==> src/rtl/core_run_if.sv <==
// Run-controller handshake bundle: run requests, core control, host memory-port
// arbitration and status.
interface core_run_if #(
   parameter int PC_W  = 12,
   parameter int CNT_W = 16
);
   logic              start;
   logic [PC_W-1:0]   start_pc;
   logic              abort;
   logic              ack;
   logic [PC_W-1:0]   pc_in;
   logic              host_req;
   logic              core_rst;
   logic              core_en;
   logic              pc_load;
   logic [PC_W-1:0]   pc_load_val;
   logic              host_gnt;
   logic              busy;
   logic              done;
   logic              timed_out;
   logic [CNT_W-1:0]  cycle_count;

   modport slave (
      input  start, start_pc, abort, ack, pc_in, host_req,
      output core_rst, core_en, pc_load, pc_load_val, host_gnt,
             busy, done, timed_out, cycle_count
   );

   modport master (
      output start, start_pc, abort, ack, pc_in, host_req,
      input  core_rst, core_en, pc_load, pc_load_val, host_gnt,
             busy, done, timed_out, cycle_count
   );
endinterface

==> src/rtl/core_run_ctrl.sv <==
// Sequences one program run on the core: reset hold, PC load, execute, stop on
// DONE_PC or cycle-budget timeout; arbitrates the data-memory port to the host.
//
//   state    | meaning
//   ---------+--------------------------------------------------------------
//   ST_IDLE  | core held in reset, waiting for start
//   ST_CLEAR | core_rst held RST_CYCLES cycles, PC loaded on the last one
//   ST_RUN   | core enabled, counting cycles, watching for exit conditions
//   ST_DONE  | program reached DONE_PC, core frozen, waiting for ack
//   ST_FAULT | cycle budget exhausted, core frozen, waiting for ack
module core_run_ctrl #(
   parameter int PC_W       = 12,
   parameter int DONE_PC    = 2000,
   parameter int CNT_W      = 16,
   parameter int MAX_CYCLES = 50000,
   parameter int RST_CYCLES = 2
) (
   input  logic      clk,
   input  logic      rst_n,
   core_run_if.slave bus
);

   localparam int                CLR_W    = $clog2(RST_CYCLES + 1);
   localparam logic [CLR_W-1:0]  CLR_INIT = CLR_W'(RST_CYCLES);
   localparam logic [CLR_W-1:0]  CLR_ONE  = CLR_W'(1);
   localparam logic [CNT_W-1:0]  CNT_LAST = CNT_W'(MAX_CYCLES - 1);
   localparam logic [PC_W-1:0]   PC_DONE  = PC_W'(DONE_PC);

   typedef enum logic [2:0] {
      ST_IDLE,
      ST_CLEAR,
      ST_RUN,
      ST_DONE,
      ST_FAULT
   } state_t;

   state_t           state_q, state_d;
   logic [CLR_W-1:0] clr_cnt_q, clr_cnt_d;
   logic [CNT_W-1:0] cnt_q, cnt_d;
   logic [PC_W-1:0]  pc_val_q, pc_val_d;
   logic             core_rst_q, core_rst_d;
   logic             core_en_q, core_en_d;
   logic             pc_load_q, pc_load_d;
   logic             host_gnt_q, host_gnt_d;
   logic             busy_q, busy_d;
   logic             done_q, done_d;
   logic             timed_out_q, timed_out_d;

   always_comb begin
      state_d   = state_q;
      clr_cnt_d = clr_cnt_q;
      cnt_d     = cnt_q;
      pc_val_d  = pc_val_q;

      case (state_q)
         ST_IDLE: begin
            if (bus.start && !host_gnt_q) begin
               state_d   = ST_CLEAR;
               clr_cnt_d = CLR_INIT;
               cnt_d     = '0;
               pc_val_d  = bus.start_pc;
            end
         end
         ST_CLEAR: begin
            if (clr_cnt_q == CLR_ONE) state_d = ST_RUN;
            else                      clr_cnt_d = clr_cnt_q - CLR_ONE;
         end
         ST_RUN: begin
            // Priority: abort, completion, timeout; the count freezes on any exit.
            if (bus.abort)                 state_d = ST_IDLE;
            else if (bus.pc_in == PC_DONE) state_d = ST_DONE;
            else if (cnt_q == CNT_LAST)    state_d = ST_FAULT;
            else if (cnt_q != '1)          cnt_d   = cnt_q + CNT_W'(1);
         end
         ST_DONE, ST_FAULT: begin
            if (bus.ack) state_d = ST_IDLE;
         end
         default: state_d = ST_IDLE;
      endcase

      core_rst_d  = (state_d == ST_IDLE) || (state_d == ST_CLEAR);
      core_en_d   = (state_d == ST_RUN);
      pc_load_d   = (state_d == ST_CLEAR) && (clr_cnt_d == CLR_ONE);
      busy_d      = (state_d == ST_CLEAR) || (state_d == ST_RUN);
      done_d      = (state_d == ST_DONE);
      timed_out_d = (state_d == ST_FAULT);
      // A request raised during a run stays pending until the run has exited.
      host_gnt_d  = bus.host_req && !busy_d;
   end

   always_ff @(posedge clk or negedge rst_n) begin
      if (!rst_n) begin
         state_q     <= ST_IDLE;
         clr_cnt_q   <= '0;
         cnt_q       <= '0;
         pc_val_q    <= '0;
         core_rst_q  <= 1'b1;
         core_en_q   <= 1'b0;
         pc_load_q   <= 1'b0;
         host_gnt_q  <= 1'b0;
         busy_q      <= 1'b0;
         done_q      <= 1'b0;
         timed_out_q <= 1'b0;
      end else begin
         state_q     <= state_d;
         clr_cnt_q   <= clr_cnt_d;
         cnt_q       <= cnt_d;
         pc_val_q    <= pc_val_d;
         core_rst_q  <= core_rst_d;
         core_en_q   <= core_en_d;
         pc_load_q   <= pc_load_d;
         host_gnt_q  <= host_gnt_d;
         busy_q      <= busy_d;
         done_q      <= done_d;
         timed_out_q <= timed_out_d;
      end
   end

   assign bus.core_rst    = core_rst_q;
   assign bus.core_en     = core_en_q;
   assign bus.pc_load     = pc_load_q;
   assign bus.pc_load_val = pc_val_q;
   assign bus.host_gnt    = host_gnt_q;
   assign bus.busy        = busy_q;
   assign bus.done        = done_q;
   assign bus.timed_out   = timed_out_q;
   assign bus.cycle_count = cnt_q;

endmodule

==> src/flat_wrapper.sv <==
// flat-port wrapper written by rule: the top's interface ports become plain ports
module core_run_ctrl_flat 
#(
   parameter int PC_W       = 12,
   parameter int DONE_PC    = 2000,
   parameter int CNT_W      = 16,
   parameter int MAX_CYCLES = 50000,
   parameter int RST_CYCLES = 2
)
  (clk, rst_n, bus_start, bus_start_pc, bus_abort, bus_ack, bus_pc_in, bus_host_req, bus_core_rst, bus_core_en, bus_pc_load, bus_pc_load_val, bus_host_gnt, bus_busy, bus_done, bus_timed_out, bus_cycle_count);
  core_run_if #(.PC_W(PC_W), .CNT_W(CNT_W)) bus_i ();
  input  logic clk;
  input  logic rst_n;
  input wire logic [$bits(bus_i.start)-1:0] bus_start;
  input wire logic [$bits(bus_i.start_pc)-1:0] bus_start_pc;
  input wire logic [$bits(bus_i.abort)-1:0] bus_abort;
  input wire logic [$bits(bus_i.ack)-1:0] bus_ack;
  input wire logic [$bits(bus_i.pc_in)-1:0] bus_pc_in;
  input wire logic [$bits(bus_i.host_req)-1:0] bus_host_req;
  output wire logic [$bits(bus_i.core_rst)-1:0] bus_core_rst;
  output wire logic [$bits(bus_i.core_en)-1:0] bus_core_en;
  output wire logic [$bits(bus_i.pc_load)-1:0] bus_pc_load;
  output wire logic [$bits(bus_i.pc_load_val)-1:0] bus_pc_load_val;
  output wire logic [$bits(bus_i.host_gnt)-1:0] bus_host_gnt;
  output wire logic [$bits(bus_i.busy)-1:0] bus_busy;
  output wire logic [$bits(bus_i.done)-1:0] bus_done;
  output wire logic [$bits(bus_i.timed_out)-1:0] bus_timed_out;
  output wire logic [$bits(bus_i.cycle_count)-1:0] bus_cycle_count;
  assign bus_i.start = bus_start;
  assign bus_i.start_pc = bus_start_pc;
  assign bus_i.abort = bus_abort;
  assign bus_i.ack = bus_ack;
  assign bus_i.pc_in = bus_pc_in;
  assign bus_i.host_req = bus_host_req;
  assign bus_core_rst = bus_i.core_rst;
  assign bus_core_en = bus_i.core_en;
  assign bus_pc_load = bus_i.pc_load;
  assign bus_pc_load_val = bus_i.pc_load_val;
  assign bus_host_gnt = bus_i.host_gnt;
  assign bus_busy = bus_i.busy;
  assign bus_done = bus_i.done;
  assign bus_timed_out = bus_i.timed_out;
  assign bus_cycle_count = bus_i.cycle_count;
  core_run_ctrl #(.PC_W(PC_W), .DONE_PC(DONE_PC), .CNT_W(CNT_W), .MAX_CYCLES(MAX_CYCLES), .RST_CYCLES(RST_CYCLES)) u_core (.clk(clk), .rst_n(rst_n), .bus(bus_i));
endmodule
==> config.mk <==
export PLATFORM = sky130hd
export DESIGN_NAME = core_run_ctrl_flat
export DESIGN_NICKNAME = d
export VERILOG_FILES = /design/src/rtl/core_run_if.sv /design/src/rtl/core_run_ctrl.sv /design/src/flat_wrapper.sv
export SDC_FILE = /design/constraint.sdc
export NUM_CORES = 1
export LEC_CHECK = 0
export BUFFER_PORTS_ARGS = -buffer_cell sky130_fd_sc_hd__clkbuf_2
export CORE_AREA = 5 5 74 76
export DETAILED_ROUTE_END_ITERATION = 8
export DIE_AREA = 0 0 79 81
export GPL_TIMING_DRIVEN = 1
export PLACE_DENSITY = 0.7
export SLEW_MARGIN = 20
export SYNTH_ARGS = -nofsm -noshare
export SYNTH_HDL_FRONTEND = slang
export SYNTH_SLANG_ARGS = --single-unit
export TNS_END_PERCENT = 100
==> constraint.sdc <==
create_clock -name clk -period 2.47 [get_ports clk]
set_clock_uncertainty 0.2 [all_clocks]
set_input_delay 0.247 -clock clk [delete_from_list [all_inputs] [get_ports clk]]
set_output_delay 0.247 -clock clk [all_outputs]
set_load 0.005 [all_outputs]
==> impl_metrics.yaml <==
run_status:
  outcome: "completed"
clock_tree:
  cts_buffers: 5
  tritoncts: "yes"
  clockRootBuffer: "clkbuf_8"
  htreeDepth: 2
  clock_latency_ns: 0.30
  clock-sinks: 40
  clk_pin_slew_ns: 0.08
  cts_max_path_buffers: 2
sta:
  period_needed_ns: 2.296
  setup_slack_ns: 0.1739
  setup_viol: 0
  worst_pin_slew_ns: 0.6227
  drv_slew: 0
  relSlewSlack: 0.5836
  clock.fmax_ghz: 0.4355
  fin_crit_sh: 0.9296
  hold_viol_final: 0
  setup_tns_ns: 0
  rsz0062_at_grt: "no"
  whs_ns: 0.08706
cells_and_area:
  area_growth_pct: 31.79
  n_antenna_cell: 0
  final_cells: 351
  fillers: 404
  postLayoutCoreUtil: 0.5742
  seq_area_sq_um: 1002
  multiInputGateArea_sq_um: 973.4
  fin_nets: 329
  mostFrequentLayoutCell: "clkbuf_2"
  final_cell_mix: "64 x clkbuf_2, 58 x nand2_1, 39 x dfrtp_1"
  finish.instance_area_sq_um: 2676
  post_route_cells_drive_above_1_share: 0.2963
critical_path:
  arrival_ns: 2.32
  start_kind: "register"
  crit_type: "reg2reg"
  critPathRequiredTime_ns: 2.50
  crit_chain: "ha_1 > nand3_1 > or4b_2 > or4_1 > a21oi_1"
  cpMaxStageDelayCell: "or4b_2"
  worstSetupEndpointType: "register"
  path_max_fanout: 6
  cpPeakStageDelay_ns: 0.69
global_route:
  grt_overflow: 0
  grt_max_degree: 25
  antenna_found_initial: 0
  met3_usage: 0.03548
  top_usage_layer: "met2"
  grtUsageMet2: 0.3165
  first_global_vias: 1844
  grtUsageTotal: 0.1782
  grt_pass1_wl_mm: 8.887
  met1_usage: 0.2137
floorplanning:
  num_rows: 25
  ios: 65
  die_width_um: 79
  die_area_sq_um: 6399
  core_area_sq_um: 4661
  initial_utilization: 0.4357
  die_height_um: 81
detailed_routing:
  vias: 1865
  ant_nets: 0
  post_drt_wl_per_cell_um: 14.72
  drc: 0
  firstDrtPassIters: 4
  dr.first_iter.drc_count: 143
  routed_wl_mm: 5.167
  viasPerCell: 5.313
pwr:
  p_leak_nw: 1.377
  total_power_mw: 2.196
  p_per_area_nw_per_um2: 820.6
  peakVddDrop_mv: 0.4697
yosys:
  avgSynthCellArea_sq_um: 9.579
  synth-seq-area-share: 0.4935
  netlist-cell-type-count: 35
  syn_area_sq_um: 2031
  ys_ff_latch: 40
  yosysWarnings: 0
  syn_inst: 212
  syn_nets: 245
placement:
  gp_congestion: 0.8759
  place_ws_ns: 0.1977
  port_buffers: 64
  post-dp-hpwl_mm: 3.709
  place_inst: 329
  placed_cell_area_sq_um: 2439
hold_path:
  holdCritPathClass: "in2reg"
flow_run:
  cap_violations: 0
[repair_timing]
item / in CTS / in global routing
setup buffers: 0 / 0
hold buffers: 14 / 0
resized for setup: 0 / 0
hold endpoints to repair: 31 / 0
[layout make-up]
class / count / area share
inverter: 2 / 0.002805
sequential: 40 / 0.3745
clock inverter: 2 / 0.005610
clock buffer: 6 / 0.03086
multi-input combinational: 160 / 0.3637
timing repair buffer: 87 / 0.1973
tap: 54 / 0.02525
[critical path, delay by kind of cell, from the launching register on]
kind                     cells  cell delay [ns]
AND/OR/NAND/NOR              3             1.23
flip-flops                   1             0.44
adder cells (fa/ha/maj)      1             0.22
AO/OA/AOI/OAI                1             0.15
[report_power, final]
group | switching (mW) | internal, mW
clock | 0.239 | 0.226
sequential | 0.0983 | 0.835
combinational | 0.447 | 0.351
total | 0.784 | 1.41
[logic make-up (layout without fill, tap and decap cells)]
kind of cell               count (synthesis)  in the layout  synth area share
buffers and inverters                     12             97           0.03019
DFF                                       40             40            0.4935
AOI/OAI and AO/OA                         18             18           0.06347
muxes                                     15             15           0.07394
and+or+nand+nor                          124            124            0.3204
adders and majority gates                  3              3           0.01849
[Yosys cell counts]
cell / n / area, sq um
and3_1: 4 / 25.02
mux2i_1: 15 / 150.1
nor4bb_1: 1 / 10.01
o31ai_1: 3 / 22.52
o21ai_0: 3 / 15.01
o211a_1: 1 / 10.01
and2_1: 2 / 12.51
and4b_1: 1 / 10.01
or4b_2: 2 / 20.02
nor4b_1: 2 / 17.52
or3b_2: 1 / 8.760
buf_2: 1 / 5.000
buf_6: 2 / 22.52
nand2b_1: 10 / 62.56
or4b_4: 1 / 13.76
ha_1: 3 / 37.54
inv_1: 2 / 7.510
nor2_1: 5 / 18.77
a41oi_1: 1 / 8.760
and4_1: 3 / 26.28
o32ai_1: 1 / 8.760
nand2_1: 58 / 217.7
or4_1: 5 / 37.54
clkbuf_1: 7 / 26.28
a21oi_1: 4 / 20.02
o21a_1: 1 / 7.510
a31o_4: 1 / 17.52
a31oi_1: 2 / 12.51
nand4_1: 9 / 56.30
o22ai_1: 1 / 6.260
dfstp_2: 1 / 26.28
dfrtp_1: 39 / 975.9
nor3b_1: 1 / 7.510
nor4_1: 9 / 56.30
nand3_1: 10 / 50.05
[layer usage]
metal	up-vias	part of all wire
li1	927	-
met1	878	0.42
met5	-	0
met2	53	0.51
met4	0	0.021
met3	7	0.051
[flip-flops by register name (all words and copies together), names as in the netlist]
register,flops
u_core.bus.core_rst,1
u_core.bus.cycle_count,16
u_core.bus.pc_load_val,12
u_core.bus.done,1
u_core.clr_cnt_q,2
u_core.bus.host_gnt,1
u_core.bus.timed_out,1
u_core.bus.busy,1
u_core.bus.core_en,1
u_core.state_q,3
u_core.bus.pc_load,1
[final timing paths]
| check | startpoint | end | slack [ns] | cells past startpoint |
|---|---|---|---|---|
| setup / recovery | u_core.bus.cycle_count[0] | u_core.bus.cycle_count[14] | 0.17 | 5 |
| hold / removal | bus_ack | u_core.bus.done | 0.09 | 2 |
| setup reg to reg | u_core.bus.cycle_count[0] | u_core.bus.cycle_count[14] | 0.17 | 5 |
| hold reg to reg | u_core.bus.pc_load_val[8] | u_core.bus.pc_load_val[8] | 0.28 | 2 |
| max in group asynchronous | rst_n | u_core.bus.core_rst | 1.12 | 3 |
| min in group asynchronous | rst_n | u_core.bus.cycle_count[2] | 0.24 | 2 |
No activity file was read; power rests on OpenSTA's default activity.
